**src/rtl/sdram_port_arbiter.sv**
```systemverilog
`default_nettype none
// ============================================================================
// Module      : sdram_port_arbiter
// Description : Shares one SDRAM controller command port between two
//               requesters (A: memory test engine, B: secondary master) and
//               schedules auto-refresh. One transaction outstanding at a time.
//               Priority: urgent refresh, round-robin A/B, idle refresh.
// Revision    : 1.0 - initial release
// ============================================================================
module sdram_port_arbiter #(
    parameter int ADDR_W           = 24,
    parameter int DATA_W           = 16,
    parameter int REFRESH_INTERVAL = 780,
    parameter int REFRESH_URGENT   = 4
) (
    input  logic              clk,
    input  logic              rst,
    // port A
    input  logic              a_req,
    input  logic              a_we,
    input  logic [ADDR_W-1:0] a_addr,
    input  logic [DATA_W-1:0] a_wdata,
    output logic              a_ack,
    output logic              a_done,
    output logic [DATA_W-1:0] a_rdata,
    // port B
    input  logic              b_req,
    input  logic              b_we,
    input  logic [ADDR_W-1:0] b_addr,
    input  logic [DATA_W-1:0] b_wdata,
    output logic              b_ack,
    output logic              b_done,
    output logic [DATA_W-1:0] b_rdata,
    // controller command/response
    output logic              mem_cmd_valid,
    input  logic              mem_cmd_ready,
    output logic [1:0]        mem_cmd_op,
    output logic [ADDR_W-1:0] mem_cmd_addr,
    output logic [DATA_W-1:0] mem_cmd_wdata,
    input  logic              mem_rsp_valid,
    input  logic [DATA_W-1:0] mem_rsp_rdata,
    // refresh status
    output logic [3:0]        refresh_pending,
    output logic              refresh_overflow
);

    // ------------------------------------------------------------------------
    // Constants
    // ------------------------------------------------------------------------
    localparam int                  c_TIMER_W      = (REFRESH_INTERVAL > 2) ? $clog2(REFRESH_INTERVAL) : 1;
    localparam logic [c_TIMER_W-1:0] c_TIMER_RELOAD = c_TIMER_W'(REFRESH_INTERVAL - 1);
    localparam logic [c_TIMER_W-1:0] c_TIMER_ONE    = c_TIMER_W'(1);
    localparam logic [3:0]          c_URGENT       = 4'(REFRESH_URGENT);
    localparam logic [3:0]          c_PEND_MAX     = 4'hF;

    localparam logic [1:0] c_OP_READ    = 2'b00;
    localparam logic [1:0] c_OP_WRITE   = 2'b01;
    localparam logic [1:0] c_OP_REFRESH = 2'b10;

    localparam logic [1:0] c_OWN_A   = 2'd0;
    localparam logic [1:0] c_OWN_B   = 2'd1;
    localparam logic [1:0] c_OWN_REF = 2'd2;

    localparam logic c_GRANT_A = 1'b0;
    localparam logic c_GRANT_B = 1'b1;

    typedef enum logic [1:0] {
        ST_IDLE  = 2'd0,
        ST_ISSUE = 2'd1,
        ST_WAIT  = 2'd2
    } state_t;

    // ------------------------------------------------------------------------
    // Registers and next-state wires
    // ------------------------------------------------------------------------
    state_t              r_state,        w_state_nxt;
    logic [1:0]          r_owner,        w_owner_nxt;
    logic                r_last_grant,   w_last_grant_nxt;
    logic                r_cmd_valid,    w_cmd_valid_nxt;
    logic [1:0]          r_cmd_op,       w_cmd_op_nxt;
    logic [ADDR_W-1:0]   r_cmd_addr,     w_cmd_addr_nxt;
    logic [DATA_W-1:0]   r_cmd_wdata,    w_cmd_wdata_nxt;
    logic                r_a_ack,        w_a_ack_nxt;
    logic                r_b_ack,        w_b_ack_nxt;
    logic                r_a_done,       w_a_done_nxt;
    logic                r_b_done,       w_b_done_nxt;
    logic [DATA_W-1:0]   r_a_rdata,      w_a_rdata_nxt;
    logic [DATA_W-1:0]   r_b_rdata,      w_b_rdata_nxt;
    logic [c_TIMER_W-1:0] r_timer,       w_timer_nxt;
    logic [3:0]          r_pending,      w_pending_nxt;
    logic                r_overflow,     w_overflow_nxt;

    logic w_tick;
    logic w_ref_hs;
    logic w_urgent;
    logic w_grant_ref;
    logic w_pick_a;

    // Arbitration decisions: urgent refresh beats requesters, idle refresh
    // only runs when neither port is asking. On a tie the port that did not
    // win last time is chosen.
    assign w_urgent    = (r_pending >= c_URGENT);
    assign w_grant_ref = w_urgent || (!a_req && !b_req && (r_pending != 4'd0));
    assign w_pick_a    = a_req && (!b_req || (r_last_grant == c_GRANT_B));

    // ------------------------------------------------------------------------
    // FSM state register
    // ------------------------------------------------------------------------
    // Holds the arbitration phase; reset aborts any transaction in flight.
    always_ff @(posedge clk) begin
        if (rst) begin
            r_state <= ST_IDLE;
        end else begin
            r_state <= w_state_nxt;
        end
    end

    // ------------------------------------------------------------------------
    // FSM next-state and next-output logic
    // ------------------------------------------------------------------------
    // Selects a winner in IDLE, holds the command until accepted, then waits
    // for the single completion of that command.
    always_comb begin
        w_state_nxt      = r_state;
        w_owner_nxt      = r_owner;
        w_last_grant_nxt = r_last_grant;
        w_cmd_valid_nxt  = r_cmd_valid;
        w_cmd_op_nxt     = r_cmd_op;
        w_cmd_addr_nxt   = r_cmd_addr;
        w_cmd_wdata_nxt  = r_cmd_wdata;
        w_a_ack_nxt      = 1'b0;
        w_b_ack_nxt      = 1'b0;
        w_a_done_nxt     = 1'b0;
        w_b_done_nxt     = 1'b0;
        w_a_rdata_nxt    = r_a_rdata;
        w_b_rdata_nxt    = r_b_rdata;
        w_ref_hs         = 1'b0;

        case (r_state)
            ST_IDLE: begin
                if (w_grant_ref) begin
                    w_owner_nxt     = c_OWN_REF;
                    w_cmd_op_nxt    = c_OP_REFRESH;
                    w_cmd_addr_nxt  = '0;
                    w_cmd_wdata_nxt = '0;
                    w_cmd_valid_nxt = 1'b1;
                    w_state_nxt     = ST_ISSUE;
                end else if (w_pick_a) begin
                    w_owner_nxt      = c_OWN_A;
                    w_last_grant_nxt = c_GRANT_A;
                    w_cmd_op_nxt     = a_we ? c_OP_WRITE : c_OP_READ;
                    w_cmd_addr_nxt   = a_addr;
                    w_cmd_wdata_nxt  = a_wdata;
                    w_cmd_valid_nxt  = 1'b1;
                    w_state_nxt      = ST_ISSUE;
                end else if (b_req) begin
                    w_owner_nxt      = c_OWN_B;
                    w_last_grant_nxt = c_GRANT_B;
                    w_cmd_op_nxt     = b_we ? c_OP_WRITE : c_OP_READ;
                    w_cmd_addr_nxt   = b_addr;
                    w_cmd_wdata_nxt  = b_wdata;
                    w_cmd_valid_nxt  = 1'b1;
                    w_state_nxt      = ST_ISSUE;
                end
            end

            ST_ISSUE: begin
                if (r_cmd_valid && mem_cmd_ready) begin
                    w_cmd_valid_nxt = 1'b0;
                    w_state_nxt     = ST_WAIT;
                    case (r_owner)
                        c_OWN_A: w_a_ack_nxt = 1'b1;
                        c_OWN_B: w_b_ack_nxt = 1'b1;
                        default: w_ref_hs    = 1'b1;
                    endcase
                end
            end

            ST_WAIT: begin
                if (mem_rsp_valid) begin
                    w_state_nxt = ST_IDLE;
                    case (r_owner)
                        c_OWN_A: begin
                            w_a_done_nxt = 1'b1;
                            if (r_cmd_op == c_OP_READ) begin
                                w_a_rdata_nxt = mem_rsp_rdata;
                            end
                        end
                        c_OWN_B: begin
                            w_b_done_nxt = 1'b1;
                            if (r_cmd_op == c_OP_READ) begin
                                w_b_rdata_nxt = mem_rsp_rdata;
                            end
                        end
                        default: ;
                    endcase
                end
            end

            default: begin
                w_state_nxt     = ST_IDLE;
                w_cmd_valid_nxt = 1'b0;
            end
        endcase
    end

    // ------------------------------------------------------------------------
    // Command and requester output registers
    // ------------------------------------------------------------------------
    // Every externally visible signal comes straight from a flop.
    always_ff @(posedge clk) begin
        if (rst) begin
            r_owner      <= c_OWN_A;
            r_last_grant <= c_GRANT_B;
            r_cmd_valid  <= 1'b0;
            r_cmd_op     <= c_OP_READ;
            r_cmd_addr   <= '0;
            r_cmd_wdata  <= '0;
            r_a_ack      <= 1'b0;
            r_b_ack      <= 1'b0;
            r_a_done     <= 1'b0;
            r_b_done     <= 1'b0;
            r_a_rdata    <= '0;
            r_b_rdata    <= '0;
        end else begin
            r_owner      <= w_owner_nxt;
            r_last_grant <= w_last_grant_nxt;
            r_cmd_valid  <= w_cmd_valid_nxt;
            r_cmd_op     <= w_cmd_op_nxt;
            r_cmd_addr   <= w_cmd_addr_nxt;
            r_cmd_wdata  <= w_cmd_wdata_nxt;
            r_a_ack      <= w_a_ack_nxt;
            r_b_ack      <= w_b_ack_nxt;
            r_a_done     <= w_a_done_nxt;
            r_b_done     <= w_b_done_nxt;
            r_a_rdata    <= w_a_rdata_nxt;
            r_b_rdata    <= w_b_rdata_nxt;
        end
    end

    // ------------------------------------------------------------------------
    // Refresh bookkeeping
    // ------------------------------------------------------------------------
    // Timer ticks add a pending refresh, accepted refresh commands remove one;
    // both in one cycle cancel out. A tick arriving at the ceiling is lost and
    // flagged.
    always_comb begin
        w_tick         = (r_timer == '0);
        w_timer_nxt    = w_tick ? c_TIMER_RELOAD : (r_timer - c_TIMER_ONE);
        w_pending_nxt  = r_pending;
        w_overflow_nxt = r_overflow;
        if (w_tick && !w_ref_hs) begin
            if (r_pending == c_PEND_MAX) begin
                w_overflow_nxt = 1'b1;
            end else begin
                w_pending_nxt = r_pending + 4'd1;
            end
        end else if (!w_tick && w_ref_hs && (r_pending != 4'd0)) begin
            w_pending_nxt = r_pending - 4'd1;
        end
    end

    // Refresh timer, pending count and sticky overflow flag.
    always_ff @(posedge clk) begin
        if (rst) begin
            r_timer    <= c_TIMER_RELOAD;
            r_pending  <= 4'd0;
            r_overflow <= 1'b0;
        end else begin
            r_timer    <= w_timer_nxt;
            r_pending  <= w_pending_nxt;
            r_overflow <= w_overflow_nxt;
        end
    end

    // ------------------------------------------------------------------------
    // Output mapping
    // ------------------------------------------------------------------------
    assign a_ack            = r_a_ack;
    assign a_done           = r_a_done;
    assign a_rdata          = r_a_rdata;
    assign b_ack            = r_b_ack;
    assign b_done           = r_b_done;
    assign b_rdata          = r_b_rdata;
    assign mem_cmd_valid    = r_cmd_valid;
    assign mem_cmd_op       = r_cmd_op;
    assign mem_cmd_addr     = r_cmd_addr;
    assign mem_cmd_wdata    = r_cmd_wdata;
    assign refresh_pending  = r_pending;
    assign refresh_overflow = r_overflow;

endmodule
`default_nettype wire

```
**config.mk**
```make
export PLATFORM = sky130hd
export DESIGN_NAME = sdram_port_arbiter
export DESIGN_NICKNAME = d
export VERILOG_FILES = /design/src/rtl/sdram_port_arbiter.sv
export SDC_FILE = /design/constraint.sdc
export NUM_CORES = 1
export LEC_CHECK = 0
export CAP_MARGIN = 20
export CORE_UTILIZATION = 41
export DETAILED_ROUTE_END_ITERATION = 12
export GPL_TIMING_DRIVEN = 0
export MAX_ROUTING_LAYER = met4
export PLACE_DENSITY_LB_ADDON = 0.12
export SLEW_MARGIN = 40
export SYNTH_ARGS = -nofsm -noshare
export SYNTH_HDL_FRONTEND = slang
export SYNTH_SLANG_ARGS = --single-unit
```
**constraint.sdc**
```tcl
create_clock -name clk -period 3.6 [get_ports clk]
set_clock_uncertainty 0.15 [all_clocks]
set_input_delay 0.54 -clock clk [delete_from_list [all_inputs] [get_ports clk]]
set_output_delay 0.54 -clock clk [all_outputs]
set_load 0.05 [all_outputs]
```
==> flow_summary.ini, run 1 <==
[synth]
synthMuxAreaShare_pct = 19.72
synthMostInstantiatedCell = dfxtp_1
synth_top_family_by_area = multiplexers
postSynthNetCount = 517
yosysUniqueCellTypes = 41
synth.top_cells.by_count = 98 x dfxtp_1, 87 x nor2_1, 42 x mux2_2
netlist.area_leader.share_pct = 48.17
yosys.area_share.simple_pct = 14.16
synthFlopType = dfxtp_1
avgSynthCellArea_um2 = 9.982
async_flop_share_pct = 0
syn_area_mm2 = 0.004073
synth_xor_area_share_pct = 1.720
synth_compound_area_share_pct = 11.12
yosys_warnings = 0
ys_seq_area_share_pct = 48.17
ys_seq_elements = 98
yosysTopAreaCell = dfxtp_1
synth-edff-count = 0
synthAdderAreaFrac_pct = 1.720
syn_inst = 408
yosys-top-cells-area = dfxtp_1 48%, mux2_2 12%, mux2i_1 8.1%, nor2_1 8.0%, a22oi_1 7.6%

[floorplanning]
core_mm2 = 0.009684
initial_utilization_pct = 42.05
fp.dieW_um = 101.7
die_area_mm2 = 0.01034
dieHeight_um = 101.7
ios = 188
rows = 36

[placed_design]
dp_cells = 727
port_buffers = 186
place_congestion = 0.8114
post-place-ws_ns = 0.3786
hpwl_mm = 8.351
placed_area_mm2 = 0.006110

[cts]
cts_resized = 0
clk_latency_ns = 0.36
cts_max_path_buffers = 2
cts_max_level = 3
clock_sinks = 98
cts_hold_buf = 0
cts_root_buffer = clkbuf_8
cts_buffers = 9
cts_tree = yes
path_clk_slew_ns = 0.08
post_cts_buffers = 0

[global_routing]
first_global_vias = 3681
antenna_found_initial = 0
grt_start_max_net_pins = 18
grt_use_met3_pct = 4.003
gr-usage-met2_pct = 40.75
grtUsageTotal_pct = 22.12
overflow = 0
grt.met1_usage_pct = 23.95
busiest_layer = met2
grt_pass1_wl_mm = 17.35

[pwr]
vdd_drop_max_v = 0.0002157
power.density_mw_per_mm2 = 397.6
cellLeakagePower_nw = 2.424
power_mw = 2.518

[detailed_routing]
ant_nets = 0
drc = 0
drt-initial-drc-count = 85
wl_mm = 10.94
vias = 3704
wl_per_cell_um = 14.72
vias_per_cell = 4.985
first_pass_iters = 5

[layout]
syn_to_final_growth_pct = 55.51
stdcell_count = 743
diodes = 0
post-route-cell-area_mm2 = 0.006334
drive_gt1_share_pct = 11.48
finalNetCount = 714
final_core_util_pct = 65.40

[timing]
rsz0062_at_grt = false
period_needed_ns = 2.998
hold_viol_final = 0
setup_viol = 0
final.setup.tns_ns = 0
tightest_slew_ns = 0.6600
fmax_ghz = 0.3335
slew_violations = 0
relSlewSlack_pct = 56.00
hold_ws_ns = 0.2608
fin_ws_ns = 0.6016
post-route-period-util_pct = 83.29

[worst_setup_path]
critPathMaxStageDelay_ns = 0.52
critPathRequiredTime_ns = 3.73
end_kind = flop
arrival_ns = 3.13
start_kind = flop
critPathBufInv = 2
worstSetupPathType = reg2reg
worstPathCellList = inv_1, ha_1, or4b_1, a2111oi_4, inv_1, ha_1, a21o_1, a21oi_1, xnor2_1, or3_1, a21oi_1
r2r_slack_ns = 0.60
cp_max_fo = 3
crit_family = compound AO/OA/AOI/OAI gates
crit_slowest_cell = or4b_1

[status]
status = finished, final reports clean

[job]
drv_cap = 0

[worst_hold_path]
min_path_type = reg2reg
==> cell families (layout without fill, tap and decap cells) <==
group	after synthesis	in the layout
buf+inv	34	236
mux	75	75
xor+xnor	8	8
fa+ha+maj	5	5
compound gates	62	62
simple gates	126	126
flops	98	98
==> per-layer routing <==
| layer | routed length (µm) | vias up |
|---|---|---|
| li1 | - | 1833 |
| met1 | 4532 | 1755 |
| met2 | 5736 | 107 |
| met3 | 584 | 9 |
| met4 | 86 | 0 |
| met5 | 0 | - |
==> worst paths after layout <==
| check | startpoint | end | cells past startpoint |
|---|---|---|---|
| hold / removal | r_timer[0] | r_timer[0] | 1 |
| hold reg to reg | r_timer[0] | r_timer[0] | 1 |
| setup / recovery | r_timer[0] | refresh_pending[3] | 11 |
| setup reg to reg | r_timer[0] | refresh_pending[3] | 11 |
==> where the power goes <==
group / leakage [nW] / switching, mW / internal [mW]
registers: 0.799 / 0.0298 / 1.13
logic: 1.52 / 0.310 / 0.260
clock network: 0.108 / 0.388 / 0.397
total: 2.42 / 0.728 / 1.79
==> flip-flops by register name, summed over array words and instances, names as in the netlist, 2 cells and up <==
register         flops
refresh_pending      4
b_rdata             16
r_timer             10
a_rdata             16
mem_cmd_wdata       16
mem_cmd_addr        24
r_owner              2
r_state              2
==> layout make-up <==
cell class              instances  area, µm²
clock inverters                 7      100.1
inverters                       7      26.28
multi-input cells             276       1982
plain buffers                  27      111.4
flip-flops and latches         98       1962
fillers                       838       3351
repair buffers                186       1862
clock buffers                   9      123.9
well taps                     133      166.4
==> cell usage in the layout (no fill, tap or decap), types with 2 or more instances in the layout <==
master / instances
buf_2: 2
bufinv_16: 2
nand2_1: 9
clkbuf_1: 23
a22oi_1: 41
clkinvlp_4: 2
buf_4: 2
dfxtp_1: 98
nor3_1: 5
nand3_1: 4
inv_1: 6
nor2_1: 87
xnor2_1: 7
clkbuf_8: 9
a21oi_1: 9
or3_2: 2
or3_1: 2
a211oi_1: 2
nor4_1: 4
mux2i_1: 33
clkdlybuf4s50_1: 186
mux2_2: 42
ha_1: 4
nor4b_1: 2
o21ai_0: 4
Power figures use the tool's default switching activity.
==> run 2, diff against run 1 <==
==> constraint.sdc (replaced) <==
create_clock -name clk -period 3 [get_ports clk]
set_clock_uncertainty 0.15 [all_clocks]
set_input_delay 0.45 -clock clk [delete_from_list [all_inputs] [get_ports clk]]
set_output_delay 0.45 -clock clk [all_outputs]
set_load 0.05 [all_outputs]
==> run 2 against run 1 <==
Critical path depth stayed put; sequential share of layout area is 0.11 points lower; count of clock-buffer cells in the layout stayed put; register-to-register slack worse by 0.44 ns; via count is 0.46% higher; hold slack better by 0.011 ns; largest power group unchanged.
==> flow_summary.ini, run 2 (synthesis results as in run 1) <==
[pwr]
p_switching_mw = 0.8767
vdd_drop_max_v = 0.0002679
cellLeakagePower_nw = 2.436
p_comb_share_pct = 22.6
netSwitchingFraction_pct = 28.98
seqPwrFrac_pct = 46.1
clkPwrFrac_pct = 31.3
power.density_mw_per_mm2 = 476.0
p_int_mw = 2.149
power_mw = 3.025

[cts]
clock_sinks = 98
cts_root_buffer = clkbuf_8
cts_max_level = 3
cts_hold_buf = 0
clk_latency_ns = 0.36
path_clk_slew_ns = 0.09
cts_buffers = 9
cts_tree = yes
cts_max_path_buffers = 2

[detailed_routing]
drc = 0
wl_per_cell_um = 14.78
drt-initial-drc-count = 98
vias_per_cell = 4.995
ant_nets = 0
vias = 3721
wl_mm = 11.01
first_pass_iters = 4

[global_routing]
grtUsageTotal_pct = 22.17
grt_pass1_wl_mm = 17.37
overflow = 0
grt_use_met3_pct = 4.003
busiest_layer = met2
grt.met1_usage_pct = 23.99
first_global_vias = 3687
antenna_found_initial = 0
gr-usage-met2_pct = 40.85
grt_start_max_net_pins = 18

[timing]
setup_viol = 0
hold_viol_final = 0
relSlewSlack_pct = 55.76
period_needed_ns = 2.834
tightest_slew_ns = 0.6636
post-route-period-util_pct = 94.45
fmax_ghz = 0.3529
fin_ws_ns = 0.1664
slew_violations = 0
rsz0062_at_grt = false

[layout]
drive_gt1_share_pct = 12.42
final_core_util_pct = 65.63
diodes = 0
final_cell_mix = 186 x clkdlybuf4s50_1, 98 x dfxtp_1, 87 x nor2_1
post-route-cell-area_mm2 = 0.006356
final_common_cell = clkdlybuf4s50_1
stdcell_count = 745
largest_reg_flops = 24
finalNetCount = 716
syn_to_final_growth_pct = 56.07

[worst_setup_path]
worstSetupPathType = reg2reg
r2r_slack_ns = 0.17
r2r-end = refresh_pending[3]
critPathRequiredTime_ns = 3.13
start_kind = flop
end_kind = flop
cp_max_fo = 3
r2r_cells = 11
reg2reg_from = r_timer[1]
arrival_ns = 2.97

[floorplanning]
dieHeight_um = 101.7
fp.dieW_um = 101.7
ios = 188
core_mm2 = 0.009684
rows = 36
initial_utilization_pct = 42.05
die_area_mm2 = 0.01034

[placed_design]
hpwl_mm = 8.351
place_congestion = 0.8114
dp_cells = 727
placed_area_mm2 = 0.006110
post-place-ws_ns = -0.1314
port_buffers = 186

[status]
status = finished, final reports clean

[worst_hold_path]
hold_end = r_timer[0]
min_path_type = reg2reg
holdPathStages = 1
min_from = r_timer[0]

[job]
drv_cap = 0
## run 2: changes by cell type in the layout (fill, tap and decap cells not counted), sizes merged
cell,previous run,this run
buf,4,6
## run 2: how the worst max path moves through the flow
stage	endpoint	cells after the start	from
2_1_floorplan	refresh_pending[3]	11	r_timer[0]
3_3_place_gp	refresh_pending[3]	10	mem_cmd_ready
3_5_place_dp	refresh_pending[3]	10	mem_cmd_ready
4_1_cts	refresh_pending[3]	11	r_timer[0]
5_1_grt	refresh_pending[3]	11	r_timer[1]
6_report	refresh_pending[3]	11	r_timer[1]
## run 2: worst max-delay path, stage by stage (launching register included)
cell and delay (ns):
dfxtp_1 0.33, inv_1 0.09, ha_1 0.15, or4b_4 0.49, a2111oi_4 0.32, inv_2 0.10
ha_1 0.29, a21o_1 0.19, a21oi_2 0.14, xnor2_1 0.09, or3_1 0.31, a21oi_1 0.13
## run 2: cell type report
cell class                      instances  area, µm²
Clock inverter                          7      100.1
Fill cell                             836       3328
Sequential cell                        98       1962
Multi-Input combinational cell        276       1989
Inverter                                7      26.28
Clock buffer                            9      123.9
Tap cell                              133      166.4
Buffer                                 27      111.4
Timing Repair Buffer                  188       1877
## run 2: per-stage QoR
| step | TNS (ns) | hold slack [ns] |
|---|---|---|
| after floorplan | 0 | 0.2210 |
| after global placement | -0.1092 | 0.2362 |
| after detailed placement | -0.1314 | 0.2424 |
| after CTS | 0 | 0.2613 |
| after global routing | 0 | 0.2945 |
| final | 0 | 0.2716 |
## run 2: routing by layer
metal	up-vias	part of all wire [%]
met5	-	0
met4	0	0.78
met3	9	5.5
met2	105	52
met1	1773	41
li1	1834	-
## run 2: timing repair
item / 4_1_cts / 5_1_grt
pin swaps: 1 / 1
resized for setup: 0 / 4
setup endpoints to repair: 1 / 1
endpoints found under the hold margin: 0 / 0
buffers inserted: 1 / 1
## run 2: power by group through the flow
stage	logic, mW	registers (mW)	clock network (mW)
6_report	0.684	1.40	0.946
3_3_place_gp	0.676	1.42	0
4_1_cts	0.690	1.39	0.965
5_1_grt	0.727	1.40	1.01
3_5_place_dp	0.686	1.42	0
2_1_floorplan	0.220	1.59	0
==> run 3, diff against run 2 <==
--- a/config.mk
+++ b/config.mk
@@ -10,7 +10,7 @@
 export DETAILED_ROUTE_END_ITERATION = 12
 export GPL_TIMING_DRIVEN = 0
 export MAX_ROUTING_LAYER = met4
-export PLACE_DENSITY_LB_ADDON = 0.12
+export PLACE_DENSITY = 0.8
 export SLEW_MARGIN = 40
 export SYNTH_ARGS = -nofsm -noshare
 export SYNTH_HDL_FRONTEND = slang
==> constraint.sdc (replaced) <==
create_clock -name clk -period 3.14 [get_ports clk]
set_clock_uncertainty 0.15 [all_clocks]
set_input_delay 0.471 -clock clk [delete_from_list [all_inputs] [get_ports clk]]
set_output_delay 0.471 -clock clk [all_outputs]
set_load 0.05 [all_outputs]
==> run 3 against run 2 <==
Wire length decreased by 0.16%; final cell count decreased by 0.13%; non-clock buffer count decreased by 1; highest routed layer unchanged; register-to-register slack about the same; critical endpoint unchanged; largest cell class unchanged.
==> flow_summary.ini, run 3 (synthesis results as in run 1) <==
[global_routing]
grt.met1_usage_pct = 25.78
busiest_layer = met2
grt_pass1_wl_mm = 17.28
first_global_vias = 3662
overflow = 0
antenna_found_initial = 0
grtUsageTotal_pct = 22.29
grt_use_met3_pct = 5.314
grt_start_max_net_pins = 20
gr-usage-met2_pct = 38.62

[worst_setup_path]
critPathRequiredTime_ns = 3.29
arrival_ns = 3.13
r2r_cells = 11
critPathMaxStageDelay_ns = 0.48
worstSetupPathType = reg2reg
worstPathCellList = inv_1, ha_1, or4b_4, a2111oi_4, inv_1, ha_1, a21o_1, a21oi_1, xnor2_1, or3_1, a21oi_1
start_kind = flop
cp_max_fo = 3
end_kind = flop
crit_slowest_cell = or4b_4

[pwr]
vdd_drop_max_v = 0.0002876
cellLeakagePower_nw = 2.424
power.density_mw_per_mm2 = 440.1

[layout]
drive_gt1_share_pct = 11.78
syn_to_final_growth_pct = 55.15
largest_reg_flops = 24
final_common_cell = clkdlybuf4s50_1
final_cell_mix = 186 x clkdlybuf4s50_1, 98 x dfxtp_1, 87 x nor2_1
fillers = 815
post-route-cell-area_mm2 = 0.006319
finalNetCount = 715
diodes = 0

[status]
status = finished, final reports clean

[cts]
clock_sinks = 98
path_clk_slew_ns = 0.10
clk_latency_ns = 0.37
cts_buffers = 9
cts_root_buffer = clkbuf_8
cts_tree = yes
cts_max_level = 3
cts_max_path_buffers = 2

[timing]
rsz0062_at_grt = false
relSlewSlack_pct = 57.54
fin_ws_ns = 0.1660
post-route-period-util_pct = 94.71
final.setup.tns_ns = 0
setup_viol = 0
slew_violations = 0
period_needed_ns = 2.974
fmax_ghz = 0.3363
hold_viol_final = 0
tightest_slew_ns = 0.6322

[detailed_routing]
drt-initial-drc-count = 111
wl_mm = 10.99
first_pass_iters = 4
ant_nets = 0
vias_per_cell = 5.003
drc = 0
vias = 3722
wl_per_cell_um = 14.77

[worst_hold_path]
holdPathStages = 1
min_path_type = reg2reg

[placed_design]
placed_area_mm2 = 0.006110
post-place-ws_ns = 0.002199
place_congestion = 0.8291
hpwl_mm = 8.322
port_buffers = 186

[floorplanning]
rows = 36
ios = 188
fp.dieW_um = 101.7
dieHeight_um = 101.7
die_area_mm2 = 0.01034
initial_utilization_pct = 42.05
core_mm2 = 0.009684

[job]
drv_cap = 0
## run 3: cell types whose count changed in the layout (fill, tap and decap cells not counted), sizes merged
cell	before	now
buf	6	5
bufinv	2	0
clkinv	2	5
clkinvlp	2	0
inv	8	9
## run 3: final cells by class
class / count / area, µm² / area share, %
Multi-Input combinational cell: 276 / 1986 / 31.43
Sequential cell: 98 / 1962 / 31.05
Timing Repair Buffer: 187 / 1869 / 29.58
Tap cell: 133 / 166.4 / 2.634
Clock buffer: 9 / 123.9 / 1.960
Buffer: 27 / 111.4 / 1.762
Clock inverter: 7 / 73.82 / 1.168
Inverter: 7 / 26.28 / 0.4158
## run 3: timing repair
item,CTS,global route
setup endpoints to repair,0,1
hold buffers,0,0
buffers inserted,0,1
resized for setup,0,1
## run 3: per-stage QoR
| stage | cells | power, mW | util [%] | hold slack [ns] |
|---|---|---|---|---|
| after floorplan | 408 | 1.730 | - | 0.2210 |
| after global placement | 727 | 2.002 | 63.00 | 0.2307 |
| after detailed placement | 727 | 2.015 | 63.09 | 0.2378 |
| after CTS | 743 | 2.806 | 65.13 | 0.2708 |
| after global routing | 744 | 2.903 | 65.25 | 0.2885 |
| final | 744 | 2.781 | 65.25 | 0.2680 |
## run 3: power by group
| group | switching [mW] | internal [mW] | total (mW) |
|---|---|---|---|
| Sequential | 0.0342 | 1.30 | 1.33 |
| Clock | 0.480 | 0.313 | 0.792 |
| Combinational | 0.356 | 0.298 | 0.655 |
| Total | 0.870 | 1.91 | 2.78 |
## run 3: path summary, 6_finish.rpt
kind,start,to,slack [ns]
max reg2reg,r_timer[0],refresh_pending[3],0.17
min reg2reg,r_timer[0],r_timer[0],0.27
min,r_timer[0],r_timer[0],0.27
max,r_timer[0],refresh_pending[3],0.17
## run 3: metal layers
metal	share of wire (%)	up-vias
met2	49	133
met1	43	1744
li1	-	1831
met3	6.1	14
met4	1.6	0
met5	0	-
## run 3: worst max-delay path, delay by kind of cell (launching register included)
family          cells  cell delay (ns)
fa+ha+maj           2             0.45
flops               1             0.34
compound gates      4             0.84
simple gates        2             0.78
buf+inv             2             0.25
xor+xnor            1             0.09
